[src/rtl/axi_simple_master.sv]
// Single-outstanding AXI master that turns one CPU request into an AR/R or AW/W/B exchange.
// Define AXI_MASTER_POSTED_WR_EN to report writes done after the AW/W handshakes (B consumed silently).
`timescale 1ns/1ps
module axi_simple_master #(
  parameter logic [3:0] MID    = 4'd0,
  parameter int         ADDR_W = 32,
  parameter int         DATA_W = 32
) (
  input  logic                ACLK,
  input  logic                ARESET,
  input  logic                cpu_req,
  input  logic                cpu_we,
  input  logic [ADDR_W-1:0]   cpu_addr,
  input  logic [DATA_W-1:0]   cpu_wdata,
  input  logic [DATA_W/8-1:0] cpu_wstrb,
  output logic                cpu_busy,
  output logic                cpu_done,
  output logic [DATA_W-1:0]   cpu_rdata,
  output logic                cpu_err,
  output logic [3:0]          ARID,
  output logic [ADDR_W-1:0]   ARADDR,
  output logic [3:0]          ARLEN,
  output logic [2:0]          ARSIZE,
  output logic [1:0]          ARBURST,
  output logic                ARVALID,
  input  logic                ARREADY,
  input  logic [3:0]          RID,
  input  logic [DATA_W-1:0]   RDATA,
  input  logic [1:0]          RRESP,
  input  logic                RLAST,
  input  logic                RVALID,
  output logic                RREADY,
  output logic [3:0]          AWID,
  output logic [ADDR_W-1:0]   AWADDR,
  output logic [3:0]          AWLEN,
  output logic [2:0]          AWSIZE,
  output logic [1:0]          AWBURST,
  output logic                AWVALID,
  input  logic                AWREADY,
  output logic [DATA_W-1:0]   WDATA,
  output logic [DATA_W/8-1:0] WSTRB,
  output logic                WLAST,
  output logic                WVALID,
  input  logic                WREADY,
  input  logic [3:0]          BID,
  input  logic [1:0]          BRESP,
  input  logic                BVALID,
  output logic                BREADY
);

  typedef enum logic [2:0] {
    S_IDLE  = 3'd0,
    S_RADDR = 3'd1,
    S_RDATA = 3'd2,
    S_WREQ  = 3'd3,
    S_WRESP = 3'd4
  } state_t;

  state_t                state_r, state_s;
  logic [ADDR_W-1:0]     addr_r;
  logic [DATA_W-1:0]     wdata_r, rdata_r;
  logic [DATA_W/8-1:0]   wstrb_r;
  logic                  arvalid_r, rready_r, awvalid_r, wvalid_r, bready_r;
  logic                  busy_r, done_r, err_r;
  logic                  accept_s, ar_hs_s, r_hs_s, aw_hs_s, w_hs_s, b_hs_s;
  logic                  unused_s;

  // SLVERR/DECERR or a response carrying someone else's ID both count as an error.
  function automatic logic resp_err(input logic [1:0] resp, input logic [3:0] id);
    return resp[1] | (id != MID);
  endfunction

  assign accept_s = (state_r == S_IDLE) && cpu_req && !done_r;
  assign ar_hs_s  = arvalid_r && ARREADY;
  assign r_hs_s   = rready_r && RVALID;
  assign aw_hs_s  = awvalid_r && AWREADY;
  assign w_hs_s   = wvalid_r && WREADY;
  assign b_hs_s   = bready_r && BVALID;
  assign unused_s = RLAST;

  // Next-state decode; WREQ leaves once neither AW nor W is still pending.
  always_comb begin
    state_s = state_r;
    case (state_r)
      S_IDLE: begin
        if (accept_s) state_s = cpu_we ? S_WREQ : S_RADDR;
        else          state_s = S_IDLE;
      end
      S_RADDR: begin
        if (ar_hs_s) state_s = S_RDATA;
        else         state_s = S_RADDR;
      end
      S_RDATA: begin
        if (r_hs_s) state_s = S_IDLE;
        else        state_s = S_RDATA;
      end
      S_WREQ: begin
        if ((!awvalid_r || aw_hs_s) && (!wvalid_r || w_hs_s)) state_s = S_WRESP;
        else                                                   state_s = S_WREQ;
      end
      S_WRESP: begin
        if (b_hs_s) state_s = S_IDLE;
        else        state_s = S_WRESP;
      end
      default: state_s = S_IDLE;
    endcase
  end

  // State, registered handshake outputs and the CPU-side result registers.
  always_ff @(posedge ACLK) begin
    if (ARESET) begin
      state_r   <= S_IDLE;
      addr_r    <= {ADDR_W{1'b0}};
      wdata_r   <= {DATA_W{1'b0}};
      wstrb_r   <= {(DATA_W/8){1'b0}};
      rdata_r   <= {DATA_W{1'b0}};
      arvalid_r <= 1'b0;
      rready_r  <= 1'b0;
      awvalid_r <= 1'b0;
      wvalid_r  <= 1'b0;
      bready_r  <= 1'b0;
      busy_r    <= 1'b0;
      done_r    <= 1'b0;
      err_r     <= 1'b0;
    end else begin
      state_r   <= state_s;
      arvalid_r <= (state_s == S_RADDR);
      rready_r  <= (state_s == S_RDATA);
      bready_r  <= (state_s == S_WRESP);
      busy_r    <= (state_s != S_IDLE);
      done_r    <= 1'b0;
      if (accept_s) begin
        addr_r    <= cpu_addr;
        wdata_r   <= cpu_wdata;
        wstrb_r   <= cpu_wstrb;
        awvalid_r <= cpu_we;
        wvalid_r  <= cpu_we;
      end else begin
        if (aw_hs_s) awvalid_r <= 1'b0;
        if (w_hs_s)  wvalid_r  <= 1'b0;
      end
      if (r_hs_s) begin
        rdata_r <= RDATA;
        err_r   <= resp_err(RRESP, RID);
        done_r  <= 1'b1;
      end
`ifdef AXI_MASTER_POSTED_WR_EN
      if (accept_s) err_r <= 1'b0;
      if ((state_r == S_WREQ) && (state_s == S_WRESP)) begin
        done_r <= 1'b1;
        err_r  <= 1'b0;
      end
      if (b_hs_s) err_r <= err_r | resp_err(BRESP, BID);
`else
      if (b_hs_s) begin
        err_r  <= resp_err(BRESP, BID);
        done_r <= 1'b1;
      end
`endif
    end
  end

  assign cpu_busy  = busy_r;
  assign cpu_done  = done_r;
  assign cpu_rdata = rdata_r;
  assign cpu_err   = err_r;

  assign ARID    = MID;
  assign ARADDR  = addr_r;
  assign ARLEN   = 4'd0;
  assign ARSIZE  = 3'b010;
  assign ARBURST = 2'b01;
  assign ARVALID = arvalid_r;
  assign RREADY  = rready_r;

  assign AWID    = MID;
  assign AWADDR  = addr_r;
  assign AWLEN   = 4'd0;
  assign AWSIZE  = 3'b010;
  assign AWBURST = 2'b01;
  assign AWVALID = awvalid_r;
  assign WDATA   = wdata_r;
  assign WSTRB   = wstrb_r;
  assign WLAST   = 1'b1;
  assign WVALID  = wvalid_r;
  assign BREADY  = bready_r;

endmodule

[config.mk]
export PLATFORM = sky130hd
export DESIGN_NAME = axi_simple_master
export DESIGN_NICKNAME = d
export VERILOG_FILES = /design/src/rtl/axi_simple_master.sv
export SDC_FILE = /design/constraint.sdc
export NUM_CORES = 1
export LEC_CHECK = 0
export BUFFER_PORTS_ARGS = -buffer_cell sky130_fd_sc_hd__buf_4
export CAP_MARGIN = 20
export CORE_ASPECT_RATIO = 0.75
export CORE_MARGIN = 3
export CORE_UTILIZATION = 42
export DETAILED_ROUTE_END_ITERATION = 6
export PLACE_DENSITY_LB_ADDON = 0.3
export SYNTH_ARGS = -nofsm -noshare
export SYNTH_HDL_FRONTEND = slang
export SYNTH_SLANG_ARGS = --single-unit
[constraint.sdc]
create_clock -name ACLK -period 1.6 [get_ports ACLK]
set_input_delay 0.16 -clock ACLK [delete_from_list [all_inputs] [get_ports ACLK]]
set_output_delay 0.16 -clock ACLK [all_outputs]
set_load 0.02 [all_outputs]
## Word-level counts from Yosys, hierarchy flattened

Index checks and enable logic that the tools add are counted.

| operators by class | value |
|---|---|
| multipliers | 0 |
| multiplexer cells | 15 |
| equal/unequal tests | 7 |
| shift-type cells | 0 |
| bitwise operators | 2 |
| magnitude comparators | 0 |
| add/subtract/negate cells | 0 |
| div/mod/pow operators | 0 |
| reductions and logical operators | 20 |

Operators by type and width:

| operator | count |
|---|---|
| one-hot mux 3 bit (5 select lines) | 1 |
| equality test 3 x 2 -> 1 bit, second input constant | 3 |
| logical AND 1 bit | 8 |
| 2-to-1 mux 1 bit | 8 |
| 2-to-1 mux 2 bit | 4 |
| nonzero test 4 bit | 2 |
| equality test 3 x 1 -> 1 bit, second input constant | 2 |
| equality test 3 bit, second input constant | 2 |
| 2-to-1 mux 3 bit | 2 |
| nonzero test 2 bit | 3 |
| zero test 1 bit | 3 |
| zero test 3 bit | 1 |
| nonzero test 3 bit | 1 |
| logical OR 1 bit | 2 |
| bitwise OR 1 bit | 2 |

| word-level totals | value |
|---|---|
| input bits | 122 |
| logic and storage cells | 57 |
| memories | 0 |
| memory bits (read-only) | 0 |
| bits in registers | 111 |
| bits in latches | 0 |
| memory bits (writable) | 0 |

## Longest topological paths before layout

| depth | value |
|---|---|
| depth in word-level cells | 6 |
| mapped depth | 6 |

## Worst setup path before layout

Ideal clock, no wire load.

| timing | value |
|---|---|
| kind | reg2reg |
| start point | register done_r, in the netlist cpu_done |
| end point | register rready_r, in the netlist RREADY |
| required time | 1.541 ns |
| setup slack | 0.273 ns |
| clock period less this slack | 1.327 ns |
| stages on the path, launching flop included | 7 |
| buffers on the path | 2 |
| data arrival time | 1.268 ns |
| cells stage by stage | dfxtp_1 nor3b_2 and2_1 buf_6 buf_6 nor3b_1 and2_1 |

| on the way | value |
|---|---|
| longest elaborated chain between the ends | 5 |

Ends and longest elaborated chain:

| item | RTL line | text |
|---|---|---|
| start: declaration | 64 | `logic busy_r, done_r, err_r;` |
| start signal: assignment | 123 | `done_r <= 1'b0;` |
| start signal: assignment | 131 | `done_r <= 1'b0;` |
| start signal: assignment | 145 | `done_r <= 1'b1;` |
| zero test 1 bit | 73 | `assign accept_s = (state_r == S_IDLE) && cpu_req && !done_r;` |
| logical AND 1 bit | 73 |  |
| 2-to-1 mux 2 bit | 86 | `if (accept_s) state_s = cpu_we ? S_WREQ : S_RADDR;` |
| one-hot mux 3 bit (5 select lines) | 84 | `case (state_r)` |
| equality test 3 x 2 -> 1 bit | 128 | `rready_r <= (state_s == S_RDATA);` |
| end signal: assignment | 128 |  |
| end: declaration | 63 | `logic arvalid_r, rready_r, awvalid_r, wvalid_r, bready_r;` |

Every way passes these cells.
A chain may end at the register's enable or synchronous reset.

## Worst setup path in the final report

| timing | value |
|---|---|
| start point | register state_r[1] |
| end point | register wdata_r[7], in the netlist WDATA[7] |

| on the way | value |
|---|---|
| longest elaborated chain between the ends | 3 |

Ends and longest elaborated chain:

| item | RTL line | text |
|---|---|---|
| start: declaration | 59 | `state_t state_r, state_s;` |
| start signal: assignment | 126 | `state_r <= state_s;` |
| zero test 3 bit | 73 |  |
| logical AND 1 bit (2 in series) | 73 |  |
| end signal: assignment | 114 | `wdata_r <= {DATA_W{1'b0}};` |
| end signal: assignment | 134 | `wdata_r <= cpu_wdata;` |
| end: declaration | 61 | `logic [DATA_W-1:0] wdata_r, rdata_r;` |

Every way passes these cells.

==> results.py <==
metrics = {
    "outcome": {
        "outcome": "completed",
    },
    "cells_and_area": {
        "fin_nets": 882,
        "final_design_area_no_fill_sq_um": 6360,
        "synthToLayoutAreaGrowth_pct": 46.7,
        "layout.cells.non_filler": 897,
        "final_util": 0.646,
        "drive_above_1_share": 0.373,
        "fillers": 852,
        "total_inserted_antenna_cells": 0,
    },
    "synthesis": {
        "synth_enable_flop_cells": 0,
        "synth_largest_type_area_fraction": 0.512,
        "fraction_of_registers_with_async_set_reset": 0,
        "dominantRegCellSynth": "sky130_fd_sc_hd__dfxtp_1",
        "seq_area_frac_synth": 0.512,
        "post_synth.cell_area_avg_sq_um": 7.87,
        "most_used_standard_cell_by_instance_count_after_synthesis": "sky130_fd_sc_hd__nand2_1",
        "synth_top_cells_by_count": "sky130_fd_sc_hd__nand2_1, sky130_fd_sc_hd__dfxtp_1, sky130_fd_sc_hd__a21oi_1, sky130_fd_sc_hd__buf_4, sky130_fd_sc_hd__clkbuf_1",
        "netlist_area_sq_um": 4340,
        "synth_cell_types": 25,
        "yosysWarnings": 0,
        "netlist_instances": 551,
        "synth_top_cells_by_area": "sky130_fd_sc_hd__dfxtp_1, sky130_fd_sc_hd__nand2_1, sky130_fd_sc_hd__a21oi_1, sky130_fd_sc_hd__buf_4, sky130_fd_sc_hd__clkbuf_1",
        "synth_area_leader_cell": "sky130_fd_sc_hd__dfxtp_1",
        "synth_seq_cells": 111,
    },
    "clock_network": {
        "cts-htree-levels": 3,
        "cts_tree": "built",
        "ctsResizeCount": 0,
        "cts_made_buffers": 9,
        "clock_tree.root_cell": "sky130_fd_sc_hd__clkbuf_16",
        "cts_setup_buffers": 0,
        "cts.clk_slew.worst_paths_ns": 0.07,
        "insertion_delay_ns": 0.34,
        "clock_path_buffers": 2,
        "numClockSinks": 111,
        "holdBufCountCts": 0,
    },
    "power": {
        "power.switching_fraction": 0.290,
        "power.switching_mw": 2.03,
        "ir_worst_vdd_v": 0.000571,
        "leakage_nw": 2.92,
        "clk_network_pwr_share": 0.324,
        "sequentialPowerShare": 0.442,
        "power_per_cell_area_nw_per_um2": 1100,
        "power_frac_comb": 0.234,
        "internal-power_mw": 4.98,
    },
    "timing": {
        "setup_violations": 0,
        "final_min_period_over_clock_period": 0.915,
        "rsz0062_at_grt": "false",
        "hold_violations": 0,
        "worst_hold_slack_ns": 0.0662,
        "period_needed_ns": 1.46,
        "clock-skew-final_ns": 0.00716,
        "max_freq_ghz": 0.683,
        "slew_violations": 0,
        "finalSetupTns_ns": 0,
    },
    "grt": {
        "track_usage": 0.196,
        "grt_pass1_wl_um": 18000,
        "globalRoute.totalOverflow": 0,
        "grt_antenna_before_repair": 0,
        "pin_count_of_the_biggest_net_entering_global_routing": 71,
        "vias_in_the_first_global_route": 3838,
    },
    "floorplanning": {
        "initial_core_util": 0.440,
        "die_h_um": 94,
        "dieArea_sq_um": 11600,
        "boundaryPins": 289,
        "coreArea_sq_um": 9850,
        "die_x_um": 123,
        "floorplan_row_count": 31,
    },
    "placed_design": {
        "rd_place_congestion": 0.795,
        "place_hpwl_um": 9340,
        "placedCellCount": 881,
        "portBuffers": 258,
        "placedInstanceArea_sq_um": 6050,
    },
    "critical_path": {
        "worst_ep_arrival_time_ns": 1.72,
        "crit_path_cell_trace": "nor3b_2, and2_2, buf_12, nand2_1, a21oi_1",
        "endpoint_kind": "register",
        "cp_slowest_stage_delay_ns": 0.37,
        "launching_element_type_of_the_critical_path": "register",
        "critical_path.max_fanout": 40,
        "critPathRequiredTime_ns": 1.86,
        "timing.setup.critical_path_class": "register to register",
        "critPathSlowestCell": "sky130_fd_sc_hd__dfxtp_1",
    },
    "detailed_routing": {
        "num_vias": 4167,
        "avgViaCountPerCell": 4.65,
        "firstDrtPassIters": 4,
        "avgRoutedWirePerCell_um": 13.7,
        "antenna_left": 0,
        "drt-total-wl_um": 12300,
        "post-route-drc-count": 0,
        "drt_iter0_drc": 169,
    },
    "min_path": {
        "min_path_type": "input pin to register",
    },
    "job": {
        "maxCapViolCount": 0,
    },
}
power groups by stage:
stage / sequential, mW / clock, mW / combinational [mW]
final: 3.10 / 2.27 / 1.64
after global routing: 3.13 / 2.42 / 1.78
after CTS: 3.10 / 2.32 / 1.66
after detailed placement: 3.16 / 0 / 1.65
after global placement: 3.15 / 0 / 1.62
after floorplan: 3.38 / 0 / 0.778
flip-flops by register name, indices dropped and copies added, names as in the netlist:
name / count
cpu_done: 1
BREADY: 1
WDATA: 32
cpu_err: 1
ARADDR: 32
cpu_rdata: 32
WVALID: 1
state_r: 3
RREADY: 1
WSTRB: 4
cpu_busy: 1
AWVALID: 1
ARVALID: 1
final timing paths:
kind / from / to / slack (ns) / depth (start not counted)
worst max-delay path: state_r[1]$_SDFF_PP0_ / WDATA[7]$_SDFFE_PP0N_ / 0.14 / 5
worst min-delay path: cpu_addr[7] / ARADDR[7]$_SDFFE_PP0N_ / 0.07 / 3
worst min register to register: cpu_rdata[27]$_SDFFE_PP0N_ / cpu_rdata[27]$_SDFFE_PP0N_ / 0.45 / 2
worst max register to register: state_r[1]$_SDFF_PP0_ / WDATA[7]$_SDFFE_PP0N_ / 0.14 / 5
layout make-up:
class / count / area [sq um] / share of cell area
multi-input combinational: 372 / 1620 / 0.254
clock inverter: 4 / 53.8 / 0.00845
tap: 132 / 165 / 0.0260
sequential: 111 / 2220 / 0.349
clock buffer: 12 / 256 / 0.0403
timing repair buffer: 266 / 2050 / 0.322
stage by stage:
| step | setup slack [ns] | power [mW] |
|---|---|---|
| 2_1_floorplan | 0.273 | 4.16 |
| 3_3_place_gp | 0.251 | 4.77 |
| 3_5_place_dp | 0.166 | 4.82 |
| 4_1_cts | 0.144 | 7.07 |
| 5_1_grt | 0.0150 | 7.32 |
| 6_report | 0.137 | 7.01 |
layer usage:
layer,global-route usage,wire (um),vias up
met4,0.0535,107,0
met5,0,0,-
met2,0.365,6510,166
met3,0.0795,1150,11
li1,-,-,2097
met1,0.202,4490,1893
cells by family (layout without fill, tap and decap cells):
group	Yosys count	count (layout)	synth area share
other	2	27	0.00173
buffers and inverters	93	282	0.137
AND/OR/NAND/NOR	236	236	0.222
AO/OA/AOI/OAI	109	109	0.127
flip-flops	111	111	0.512
placed cells by master (no fill, tap or decap), types with 2 or more instances in the layout:
| cell type | netlist | layout |
|---|---|---|
| sky130_fd_sc_hd__nor4_1 | 2 | 2 |
| sky130_fd_sc_hd__nand3_1 | 6 | 6 |
| sky130_fd_sc_hd__clkbuf_8 | 0 | 2 |
| sky130_fd_sc_hd__nand2b_1 | 2 | 2 |
| sky130_fd_sc_hd__nor3b_1 | 2 | 2 |
| sky130_fd_sc_hd__and2_1 | 3 | 2 |
| sky130_fd_sc_hd__buf_4 | 59 | 262 |
| sky130_fd_sc_hd__nor2_1 | 5 | 5 |
| sky130_fd_sc_hd__a21oi_1 | 106 | 106 |
| sky130_fd_sc_hd__dfxtp_1 | 111 | 111 |
| sky130_fd_sc_hd__clkinvlp_4 | 0 | 2 |
| sky130_fd_sc_hd__nand2_1 | 206 | 205 |
| sky130_fd_sc_hd__clkbuf_16 | 0 | 9 |
| sky130_fd_sc_hd__buf_12 | 0 | 4 |
| sky130_fd_sc_hd__and3b_1 | 2 | 2 |
| sky130_fd_sc_hd__conb_1 | 2 | 27 |
| sky130_fd_sc_hd__nor2b_1 | 2 | 2 |
critical path, delay by kind of cell (launching register included):
kind                   cells  cell delay, ns
AOI/OAI and AO/OA          1            0.14
buffers and inverters      1            0.22
DFF                        1            0.37
and+or+nand+nor            3            0.63
(Power assumes the default switching activity.)
